==> src/rtl/sc_road_sequencer.sv <==
// ============================================================================
// Module   : sc_road_sequencer
// Purpose  : RoadFighter game-flow controller: row-select sequencing, level
//            progression and lives. Optional PAUSE state via SC_ROADSEQ_PAUSE_EN.
// Revision : 1.0 - initial release
// ============================================================================
`default_nettype none

module sc_road_sequencer #(
  parameter int SELECT_WIDTH    = 2,
  parameter int ROWS            = 8,
  parameter int LEVEL_WIDTH     = 3,
  parameter int LIVES_WIDTH     = 2,
  parameter int LIVES_INIT      = 3,
  parameter int TICKS_PER_LEVEL = 16,
  parameter int CRASH_TICKS     = 4
) (
  input  logic                         SC_ROADSEQ_CLOCK_50,
  input  logic                         SC_ROADSEQ_RESET_InLow,
  input  logic                         SC_ROADSEQ_START_InLow,
  input  logic                         SC_ROADSEQ_TICK_InHigh,
  input  logic                         SC_ROADSEQ_COLLISION_InHigh,
  output logic [ROWS*SELECT_WIDTH-1:0] SC_ROADSEQ_SELECT_OUT,
  output logic [LEVEL_WIDTH-1:0]       SC_ROADSEQ_LEVEL_OUT,
  output logic [LIVES_WIDTH-1:0]       SC_ROADSEQ_LIVES_OUT,
  output logic [2:0]                   SC_ROADSEQ_STATE_OUT,
  output logic                         SC_ROADSEQ_GAMEOVER_OUT
);

  localparam int c_tick_w  = (TICKS_PER_LEVEL > 1) ? $clog2(TICKS_PER_LEVEL) : 1;
  localparam int c_crash_w = (CRASH_TICKS > 1) ? $clog2(CRASH_TICKS) : 1;

  localparam logic [c_tick_w-1:0]     c_tick_last  = c_tick_w'(TICKS_PER_LEVEL - 1);
  localparam logic [c_crash_w-1:0]    c_crash_last = c_crash_w'(CRASH_TICKS - 1);
  localparam logic [LEVEL_WIDTH-1:0]  c_level_max  = {LEVEL_WIDTH{1'b1}};
  localparam logic [LIVES_WIDTH-1:0]  c_lives_init = LIVES_WIDTH'(LIVES_INIT);

  localparam logic [SELECT_WIDTH-1:0] c_sel_clear   = SELECT_WIDTH'(0);
  localparam logic [SELECT_WIDTH-1:0] c_sel_hold    = SELECT_WIDTH'(1);
  localparam logic [SELECT_WIDTH-1:0] c_sel_shift   = SELECT_WIDTH'(2);
  localparam logic [SELECT_WIDTH-1:0] c_sel_preload = SELECT_WIDTH'(3);

  typedef enum logic [2:0] {
    ST_IDLE     = 3'd0,
    ST_PRELOAD  = 3'd1,
    ST_PLAY     = 3'd2,
    ST_CRASH    = 3'd3,
    ST_GAMEOVER = 3'd4
`ifdef SC_ROADSEQ_PAUSE_EN
    ,ST_PAUSE   = 3'd5
`endif
  } state_t;

  state_t                  r_state, w_next;
  logic                    r_start_prev;
  logic [c_tick_w-1:0]     r_tick_cnt, w_tick_cnt;
  logic [c_crash_w-1:0]    r_crash_cnt, w_crash_cnt;
  logic [LEVEL_WIDTH-1:0]  r_level, w_level;
  logic [LIVES_WIDTH-1:0]  r_lives, w_lives;
  logic [SELECT_WIDTH-1:0] r_sel, w_sel;
  logic                    r_gameover;
  logic                    w_shift;
  logic                    w_start_evt;

  // Falling edge of the (active-low) start button
  assign w_start_evt = r_start_prev & ~SC_ROADSEQ_START_InLow;

  always_comb begin
    w_next      = r_state;
    w_tick_cnt  = r_tick_cnt;
    w_crash_cnt = r_crash_cnt;
    w_level     = r_level;
    w_lives     = r_lives;
    w_shift     = 1'b0;

    case (r_state)
      ST_IDLE: begin
        if (w_start_evt) w_next = ST_PRELOAD;
      end
      ST_PRELOAD: begin
        w_tick_cnt = '0;
        w_next     = ST_PLAY;
      end
      ST_PLAY: begin
        // Collision outranks both the tick (no shift, no level-up) and start
        if (SC_ROADSEQ_COLLISION_InHigh) begin
          w_next      = ST_CRASH;
          w_lives     = r_lives - LIVES_WIDTH'(1);
          w_crash_cnt = '0;
        end
`ifdef SC_ROADSEQ_PAUSE_EN
        else if (w_start_evt) begin
          w_next = ST_PAUSE;
        end
`endif
        else if (SC_ROADSEQ_TICK_InHigh) begin
          w_shift = 1'b1;
          if (r_tick_cnt == c_tick_last) begin
            w_tick_cnt = '0;
            if (r_level != c_level_max) w_level = r_level + LEVEL_WIDTH'(1);
          end else begin
            w_tick_cnt = r_tick_cnt + c_tick_w'(1);
          end
        end
      end
      ST_CRASH: begin
        if (SC_ROADSEQ_TICK_InHigh) begin
          if (r_crash_cnt == c_crash_last) begin
            w_crash_cnt = '0;
            w_next      = (r_lives == '0) ? ST_GAMEOVER : ST_PRELOAD;
          end else begin
            w_crash_cnt = r_crash_cnt + c_crash_w'(1);
          end
        end
      end
      ST_GAMEOVER: begin
        if (w_start_evt) w_next = ST_IDLE;
      end
`ifdef SC_ROADSEQ_PAUSE_EN
      ST_PAUSE: begin
        if (w_start_evt) w_next = ST_PLAY;
      end
`endif
      default: begin
        w_next = ST_IDLE;
      end
    endcase

    // Entering or sitting in IDLE re-arms a fresh game
    if (w_next == ST_IDLE) begin
      w_tick_cnt  = '0;
      w_crash_cnt = '0;
      w_level     = '0;
      w_lives     = c_lives_init;
    end
  end

  // Select code is registered alongside the state so both update together
  always_comb begin
    w_sel = c_sel_clear;
    case (w_next)
      ST_PRELOAD:  w_sel = c_sel_preload;
      ST_PLAY:     w_sel = w_shift ? c_sel_shift : c_sel_hold;
      ST_CRASH:    w_sel = c_sel_hold;
      ST_GAMEOVER: w_sel = c_sel_hold;
`ifdef SC_ROADSEQ_PAUSE_EN
      ST_PAUSE:    w_sel = c_sel_hold;
`endif
      default:     w_sel = c_sel_clear;
    endcase
  end

  always_ff @(posedge SC_ROADSEQ_CLOCK_50 or negedge SC_ROADSEQ_RESET_InLow) begin
    if (!SC_ROADSEQ_RESET_InLow) begin
      r_state      <= ST_IDLE;
      r_start_prev <= 1'b1;
      r_tick_cnt   <= '0;
      r_crash_cnt  <= '0;
      r_level      <= '0;
      r_lives      <= c_lives_init;
      r_sel        <= c_sel_clear;
      r_gameover   <= 1'b0;
    end else begin
      r_state      <= w_next;
      r_start_prev <= SC_ROADSEQ_START_InLow;
      r_tick_cnt   <= w_tick_cnt;
      r_crash_cnt  <= w_crash_cnt;
      r_level      <= w_level;
      r_lives      <= w_lives;
      r_sel        <= w_sel;
      r_gameover   <= (w_next == ST_GAMEOVER);
    end
  end

  for (genvar g = 0; g < ROWS; g++) begin : g_rows
    assign SC_ROADSEQ_SELECT_OUT[g*SELECT_WIDTH +: SELECT_WIDTH] = r_sel;
  end

  assign SC_ROADSEQ_LEVEL_OUT    = r_level;
  assign SC_ROADSEQ_LIVES_OUT    = r_lives;
  assign SC_ROADSEQ_STATE_OUT    = r_state;
  assign SC_ROADSEQ_GAMEOVER_OUT = r_gameover;

endmodule

`default_nettype wire
==> config.mk <==
export PLATFORM = sky130hd
export DESIGN_NAME = sc_road_sequencer
export DESIGN_NICKNAME = d
export VERILOG_FILES = /design/src/rtl/sc_road_sequencer.sv
export SDC_FILE = /design/constraint.sdc
export NUM_CORES = 1
export LEC_CHECK = 0
export CORE_ASPECT_RATIO = 0.5
export CORE_UTILIZATION = 35
export CTS_BUF_LIST = sky130_fd_sc_hd__clkbuf_4 sky130_fd_sc_hd__clkbuf_8 sky130_fd_sc_hd__clkbuf_16
export DETAILED_ROUTE_END_ITERATION = 7
export PLACE_DENSITY_LB_ADDON = 0.12
export SLEW_MARGIN = 20
export SYNTH_ARGS = -nofsm -noshare
export SYNTH_HDL_FRONTEND = slang
export SYNTH_SLANG_ARGS = --single-unit
==> constraint.sdc <==
create_clock -name SC_ROADSEQ_CLOCK_50 -period 2.3 [get_ports SC_ROADSEQ_CLOCK_50]
set_input_delay 0.46 -clock SC_ROADSEQ_CLOCK_50 [delete_from_list [all_inputs] [get_ports SC_ROADSEQ_CLOCK_50]]
set_output_delay 0.46 -clock SC_ROADSEQ_CLOCK_50 [all_outputs]
set_load 0.005 [all_outputs]
# == After elaboration in Yosys (flattened, before gate mapping) ==
# Cells that the tools add are included.
# word_totals
register_bits,18
latchBits,0
ramBits,0
rom_bits,0
inputBits,5
wordCells,76
memories,0
# op_classes
addsub,4
n_mul,0
div_mod_pow,0
order_cmp,0
n_eq_ne,16
shift,0
n_mux,31
n_bitwise,2
n_reduce_logical,15
# op_table
cell,count
3-bit two-way mux,12
2-bit two-way mux,8
4-bit two-way mux,4
3-bit != test (second input constant),5
3-bit one-hot mux with 5 select lines,1
3-bit by 2-bit == test with 1-bit output (second input constant),4
2-bit nonzero test,5
4-bit one-hot mux with 2 select lines,1
3-bit by 1-bit == test with 1-bit output (second input constant),2
3-bit == test (second input constant),2
3-bit logical NOT,2
2-bit one-hot mux with 3 select lines,1
3-bit AND reduction,2
3-bit nonzero test,2
5-bit AND reduction,1
4-bit by 1-bit adder with 4-bit output (second input constant),1
4-bit == test (second input constant),1
2-bit one-hot mux with 2 select lines,1
3-bit by 1-bit adder with 3-bit output (second input constant),1
1-bit two-way mux,3
2-bit by 1-bit adder with 2-bit output (second input constant),1
2-bit == test (second input constant),1
2-bit logical NOT,1
2-bit by 1-bit != test with 1-bit output (second input constant),1
5 further kinds,5

# == Logic depth before layout (Yosys ltp) ==
# Gate-level depths: netlist of the first run.
# depth
depth_word,8
ltp_mapped,7
depth_no_buf,6

# == Worst setup path after synthesis of the first run ==
# Ideal clock, no wire load.
# synth_timing
path_type,reg-to-reg
startpoint,reg r_crash_cnt[0]
endpoint,reg r_tick_cnt[2]
setup_ps,146
arrival_time_ps,1524
required_time_ps,2154
slack_ps,630
stages_incl_launch_ff,6
path_buffers,0
period_less_slack_ps,1670
path_cell_list,dfrtp_1 -> ha_1 -> and4_1 -> nor3_1 -> nor4b_2 -> a311oi_1
# synth_via
elab_chain_len,7
elab_cells_between_ends,10
cone_classes,eq/ne: 3; mux: 4; reduce/logical: 3
# synth_rtl
element,line_no,rtl
from (decl),57,"logic [c_crash_w-1:0] r_crash_cnt, w_crash_cnt;"
from (signal assigned),167,r_crash_cnt <= w_crash_cnt;
2-bit == test (*),108,if (r_crash_cnt == c_crash_last) begin
3-bit two-way mux (*),108,
3-bit two-way mux (*),107,if (SC_ROADSEQ_TICK_InHigh) begin
3-bit one-hot mux with 5 select lines (*),76,case (r_state)
3-bit logical NOT (*),130,if (w_next == ST_IDLE) begin
3-bit != test (no source line) / 3-bit nonzero test (equally long branches),n/a,
3-bit AND reduction (no source line),n/a,
to (signal assigned),166,r_tick_cnt <= w_tick_cnt;
to (decl),56,"logic [c_tick_w-1:0] r_tick_cnt, w_tick_cnt;"
# Mark *: on every way between the ends. The rest lies on a longest branch, timed or not.
# A chain may end at the register's enable or synchronous reset.

# == Worst setup path in the final report of the first run ==
# layout_timing
startpoint,in SC_ROADSEQ_TICK_InHigh
endpoint,reg r_tick_cnt[1]
# layout_via
elab_chain_len,5
elab_cells_between_ends,8
cone_classes,eq/ne: 2; mux: 3; reduce/logical: 3
# layout_rtl
element,line_no,rtl
from (decl),21,"input logic SC_ROADSEQ_TICK_InHigh,"
3-bit two-way mux,107,
3-bit one-hot mux with 5 select lines,76,
3-bit logical NOT,130,
3-bit != test (no source line) / 3-bit nonzero test (equally long branches),n/a,
3-bit AND reduction (no source line),n/a,
# Parallel ways exist; a longest one is shown, timed or not.

==> results of run 1 <==
[worst paths after layout]
kind,start,to,depth (start not counted)
setup / recovery,SC_ROADSEQ_TICK_InHigh,r_tick_cnt[1],7
min in group SC_ROADSEQ_CLOCK_50,SC_ROADSEQ_LEVEL_OUT[2],SC_ROADSEQ_LEVEL_OUT[2],2
setup reg to reg,SC_ROADSEQ_LIVES_OUT[0],r_tick_cnt[1],7
max in group asynchronous,SC_ROADSEQ_RESET_InLow,SC_ROADSEQ_LIVES_OUT[1],2
hold / removal,SC_ROADSEQ_RESET_InLow,r_tick_cnt[2],2
hold reg to reg,SC_ROADSEQ_LEVEL_OUT[2],SC_ROADSEQ_LEVEL_OUT[2],2
[sequential cells by signal, summed over array words and instances, names as in the netlist]
name,count
r_tick_cnt,4
SC_ROADSEQ_STATE_OUT,3
r_start_prev,1
r_crash_cnt,2
SC_ROADSEQ_GAMEOVER_OUT,1
r_sel,2
SC_ROADSEQ_LIVES_OUT,2
SC_ROADSEQ_LEVEL_OUT,3
[synth_stat cells]
cell and instances:
a2111oi_4 1, a211o_1 1, a21o_1 1, a21oi_1 2, a311oi_1 1, a31oi_1 2
and2_1 4, and3_1 1, and3b_1 2, and4_1 1, and4b_1 1, buf_4 14
buf_6 2, dfrtp_1 15, dfstp_2 3, ha_1 6, inv_1 6, mux2i_1 2
nand2_1 2, nand2b_1 3, nand3_1 4, nand4_1 2, nand4b_4 1, nor2_1 12
nor3_1 2, nor3_2 1, nor3b_1 2, nor4b_2 1, o2111ai_1 1, o21a_1 2
o21ai_0 2, o2bb2ai_2 1, o31ai_1 3, or2_1 1, xnor2_1 1, xor2_1 1
[kinds of logic (layout without fill, tap and decap cells)]
kind of cell / after synthesis / in the layout / share of synthesized area (%)
AND/OR/NAND/NOR: 40 / 40 / 22.6
buffers and inverters: 22 / 47 / 13.5
flip-flops: 18 / 18 / 40.7
AO/OA/AOI/OAI: 17 / 17 / 13.1
adder cells (fa/ha/maj): 6 / 6 / 6.73
XOR/XNOR: 2 / 2 / 1.57
multiplexers: 2 / 2 / 1.80
[metal layers]
metal,routed length [um],vias to the layer above
met3,113,0
met2,809,22
met4,0,0
met1,1080,364
met5,0,-
li1,-,413
[stage by stage]
stage               power (mW)  util, %  worst slack [ns]
global route              1.77     47.9             0.288
finish                    1.63     47.9             0.387
CTS                       1.65     47.9             0.388
detailed placement        1.38     46.1             0.122
floorplan                 1.08        -             0.630
global placement          1.38     46.1             0.174
[cell type report]
class,count,area [um^2]
inverters,6,22.5
flip-flops and latches,18,454
well taps,40,50.0
repair buffers,37,350
fillers,290,1570
clock buffers,4,55.1
multi-input cells,67,510
[cells in the final DEF, fill, tap and decap left out, types with 2 or more instances in the layout]
| cell type | instances |
|---|---|
| clkdlybuf4s50_1 | 29 |
| dfrtp_1 | 15 |
| nor2_1 | 12 |
| buf_4 | 8 |
| inv_1 | 6 |
| ha_1 | 6 |
| and2_1 | 4 |
| nand3_1 | 4 |
| clkbuf_8 | 4 |
| dfstp_2 | 3 |
| nand2b_1 | 3 |
| o31ai_1 | 3 |
| nor3b_1 | 2 |
| o21a_1 | 2 |
| nand2_1 | 2 |
| o21ai_0 | 2 |
| and3b_1 | 2 |
| a21oi_1 | 2 |
| nor3_1 | 2 |
| nand4_1 | 2 |
| mux2i_1 | 2 |
| a31oi_1 | 2 |
[worst max-delay path, delay by kind of cell]
kind | cells | cell delay, ns
buffers and inverters | 3 | 0.87
AND/OR/NAND/NOR | 1 | 0.13
AO/OA/AOI/OAI | 3 | 0.61
[power by group]
group | total (mW) | switching, mW | internal, mW
registers | 0.560 | 0.131 | 0.428
clock network | 0.256 | 0.104 | 0.152
logic | 0.811 | 0.336 | 0.474
==> metrics, run 1 <==
dominant cell type by area after synthesis=dfrtp_1; Distinct cells, synth=36; CP Class=primary input to flop; status=finished, final reports clean; final net count=between 100 and 150; crit share post-route=~83%; worst vdd ir=about 0.00049 V; DIE AREA=between 3000 and 4000 um^2; Tmin final=1.91 ns; Critical Path Most Common Cell=buf_4; final setup vio count=0; layout cells sized above 1=between 10% and 20%; CTS tree=yes; Mapped Cells=~110; reg2reg setup slack=0.55 ns; met3 Resource Use GR=around 5.3%; I/O Pins=30; TritonRoute pass-1 iters=4; Post-CTS Setup Inserts=0; synth warn=0; GRT Residual Overflow=0; Leak=between 0.6 and 0.7 nW; final std cells w/o fill=around 170; Cell Area, Synth=about 1100 um^2; total wire length=around 2 mm; max_cap viols=0; WL/cell=roughly 12 um; Initial Util=37.0%; CP max stage delay=between 0.5 and 0.6 ns; largest net degree at the start of global routing=19; Clock Pin Slew Worst Setup and Hold Paths=~0.070 ns; Die Y=approximately 42 um; die width=81.8 um; Final ANT Viol Nets=0; Cell Area, Placed=1390 um^2; fmax=~0.52 GHz; clk_lat worst skew=between 0.2 and 0.3 ns; initial antenna violation count=0; drt drc=0; clk buf depth=2; row count=14; # diodes=0; Final Hold Violating Endpoints=0; PortBufs=29; # placed instances=about 170; vias in the first global route=~700; crit path capture type=flop; routed vias=approximately 800; CTS Buf Count=3; post-CTS sizing=0; synth top area cells=dfrtp_1, buf_4, dfstp_2, ha_1, nor2_1; Seq cells post-synth=18; Critical Path RT=roughly 2.5 ns; Slew headroom=~73%; met1 Track Usage GR=roughly a fifth; met2 global-route usage=a little under a fifth; share of Yosys cell area claimed by the top area cell type=33.7%; Power Density=between 1000 and 1500 nW/um^2; Via density=between 4 and 5; Hold Path Class=primary input to async pin; gpl congestion=around 0.74; CP max FO=5; Crit-path slowest cell=clkdlybuf4s50_1; gr usage total=13.4%; Final Skew=approximately 0.0050 ns; WHS=roughly 0.54 ns; area grow syn2layout=29.4%; GR peak layer=met1; first-iteration detailed-routing DRC count=24; setup TNS=0 ns; first-pass GRT wire length=~3.4 mm; core area=between 3000 and 4000 um^2; H-Tree Depth=1; post-synth net total=between 100 and 150; Clock Sinks=18; max-slew violation count=0; post-route cell area=1440 um^2; Mapped Avg Cell Area=between 10 and 15 um^2; Clock Tree Root=clkbuf_8; cts hold-fix bufs=0; WP data arrival=approximately 2.1 ns; actual slew at the worst max-slew pin=~0.40 ns; Seq/Total Area, Yosys=between 40% and 50%; CP cell instances=clkdlybuf4s50_1 -> buf_4 -> nand4b_4 -> o2bb2ai_2 -> a2111oi_4 -> buf_4 -> o31ai_1; CP Launch Type=primary input; RSZ-0062 raised after global routing=no
(Power assumes the default switching activity.)
==> run 2, diff against run 1 <==
- clock period: 2.3 -> 1.6 ns (I/O delays scaled with it)
==> metrics, run 2 (synthesized netlist as in run 1, its figures left out) <==
Cell Area, Placed=1530 um^2 (+10%); CP max FO=7 (+2); FF-to-FF End=SC_ROADSEQ_LIVES_OUT[1]; Leak=0.793 nW (+22%); max reg flops=4 (unchanged); PortBufs=29 (unchanged); commonest non-fill, non-tap cell in the layout=buf_4; Seq. cell area=458 um^2 (+0.83%); area of the multi-input gates=618 um^2 (+21%); total wire length=2.39 mm (+20%); largest net degree at the start of global routing=19 (unchanged); I/O Pins=30 (unchanged); Pwr Total=2.82 mW (+73%); status=complete, but fails checks; row count=14 (unchanged); Clock Sinks=18 (unchanged); DIE AREA=3430 um^2 (unchanged); max-slew violation count=0 (unchanged); first-iteration detailed-routing DRC count=90 (+280%); crit path capture type=flop; worst setup margin=-0.0455 ns (-0.432 ns); TritonRoute pass-1 iters=4 (unchanged); Critical Path RT=1.78 ns (-0.68 ns); gpl congestion=0.805 (+8.2%); # diodes=0 (unchanged); violated checks=setup timing; Clock Tree Root=clkbuf_8; final setup vio count=6 (+6); Slew headroom=76.1% (+2.8 points); initial antenna violation count=0 (unchanged); H-Tree Depth=1 (unchanged); r2r startpoint=SC_ROADSEQ_LIVES_OUT[0]; die width=81.8 um (unchanged); vias in the first global route=851 (+19%); GRT Residual Overflow=0 (unchanged); routed vias=925 (+16%); fmax=between 0.6 and 0.7 GHz; Power Density=1610 nW/um^2 (+43%); CP cell instances=inv_2 -> ha_4 -> nand3_2 -> and4b_2 -> a2111oi_4 -> buf_4 -> a211o_1; CTS tree=yes; crit share post-route=103%; CTS Buf Count=3 (unchanged); clk buf depth=2 (unchanged); fill cell count=271 (-6.6%); final net count=167 (+16%); Crit-path slowest cell=dfstp_2; WP data arrival=1.83 ns (-0.24 ns); Reg2Reg Depth=7 (unchanged); Tmin final=1.65 ns; most frequent cells in the layout=buf_4, clkdlybuf4s50_1, dfrtp_1, nor2_1, buf_6; Final Skew=0.00190 ns (-0.00307 ns); Initial Util=37.0% (unchanged); max_cap viols=0 (unchanged); Clock Pin Slew Worst Setup and Hold Paths=0.07 ns (about the same); cts hold-fix bufs=0 (unchanged); Final ANT Viol Nets=0 (unchanged); Hold Path Class=primary input to async pin; post-layout util=58.1% (+10 points); final std cells w/o fill=195 (+13%); CP Launch Type=flop; CP max stage delay=0.54 ns (about the same); # placed instances=182 (+8.3%); CP Class=flop to flop; post-DP HPWL=approximately 1.7 mm; gr usage total=15.5% (+2.1 points); worst vdd ir=0.000830 V (+69%); core area=3010 um^2 (unchanged); reg2reg setup slack=-0.05 ns (-0.60 ns); layout cells sized above 1=40.6% (+25 points); Via density=4.74 (+2.1%); Die Y=41.9 um (unchanged); post-route cell area=1750 um^2 (+21%); first-pass GRT wire length=3.96 mm (+16%); Largest Register=r_tick_cnt; WL/cell=12.3 um (+5.5%); drt drc=0 (unchanged); Final Hold Violating Endpoints=0 (unchanged); area grow syn2layout=56.9%; actual slew at the worst max-slew pin=0.358 ns (-0.0385 ns); RSZ-0062 raised after global routing=yes; clk_lat worst skew=0.25 ns (about the same)
-- run 2: repair_timing --
action	4_1_cts	5_1_grt
pin swaps	11	14
gates resized for setup	20	13
setup buffers	3	6
cloned	0	0
setup endpoints to repair	20	23
-- run 2: layout make-up --
| type | count | share of cell area [%] |
|---|---|---|
| Clock buffer | 4 | 3.15 |
| Inverter | 6 | 1.29 |
| Multi-Input combinational cell | 67 | 35.3 |
| Sequential cell | 18 | 26.2 |
| Tap cell | 40 | 2.86 |
| Timing Repair Buffer | 60 | 31.2 |
-- run 2: worst max-delay path: cells and delay by family, from the launching register on --
family | cells | cell delay (ns)
simple gates | 2 | 0.36
fa+ha+maj | 1 | 0.17
buf+inv | 2 | 0.23
flops | 1 | 0.54
compound gates | 2 | 0.28
-- run 2: per-stage QoR --
stage               setup slack, ns  hold WS (ns)  TNS (ns)
global route                 -0.105         0.428     -1.27
detailed placement           -0.313         0.545     -4.16
finish                      -0.0455         0.395    -0.163
floorplan                   -0.0345        0.0244    -0.129
global placement             -0.299         0.537     -3.97
CTS                         -0.0417         0.404    -0.345
-- run 2: how the worst max path moves through the flow --
stage	cells past startpoint	start	to	slack, ns
floorplan	7	SC_ROADSEQ_LIVES_OUT[1]	r_tick_cnt[3]	-0.03
global placement	6	SC_ROADSEQ_START_InLow	r_tick_cnt[1]	-0.30
detailed placement	5	SC_ROADSEQ_TICK_InHigh	r_tick_cnt[2]	-0.31
CTS	7	SC_ROADSEQ_LIVES_OUT[1]	r_tick_cnt[2]	-0.04
global route	7	SC_ROADSEQ_LIVES_OUT[0]	r_tick_cnt[3]	-0.11
finish	7	SC_ROADSEQ_LIVES_OUT[0]	SC_ROADSEQ_LIVES_OUT[1]	-0.05
-- run 2: routing by layer --
layer / up-vias / global-route usage [%] / share of wire [%]
li1: 458 / - / -
met1: 437 / 21.7 / 49
met2: 30 / 23.1 / 45
met3: 0 / 5.49 / 5.7
met4: 0 / 3.16 / 0
met5: - / 0 / 0
-- run 2: power by group --
| group | internal [mW] | total [mW] | switching, mW |
|---|---|---|---|
| Combinational | 0.991 | 1.67 | 0.675 |
| Sequential | 0.622 | 0.781 | 0.159 |
| Clock | 0.219 | 0.374 | 0.155 |
| Total | 1.83 | 2.82 | 0.989 |
==> run 3, diff against run 2 <==
- ABC_CLOCK_PERIOD_IN_PS: default -> 1600
- HOLD_SLACK_MARGIN: default -> 0.06
==> results of run 3 <==
Final layout, timing and power as in run 2 (identical DEF).
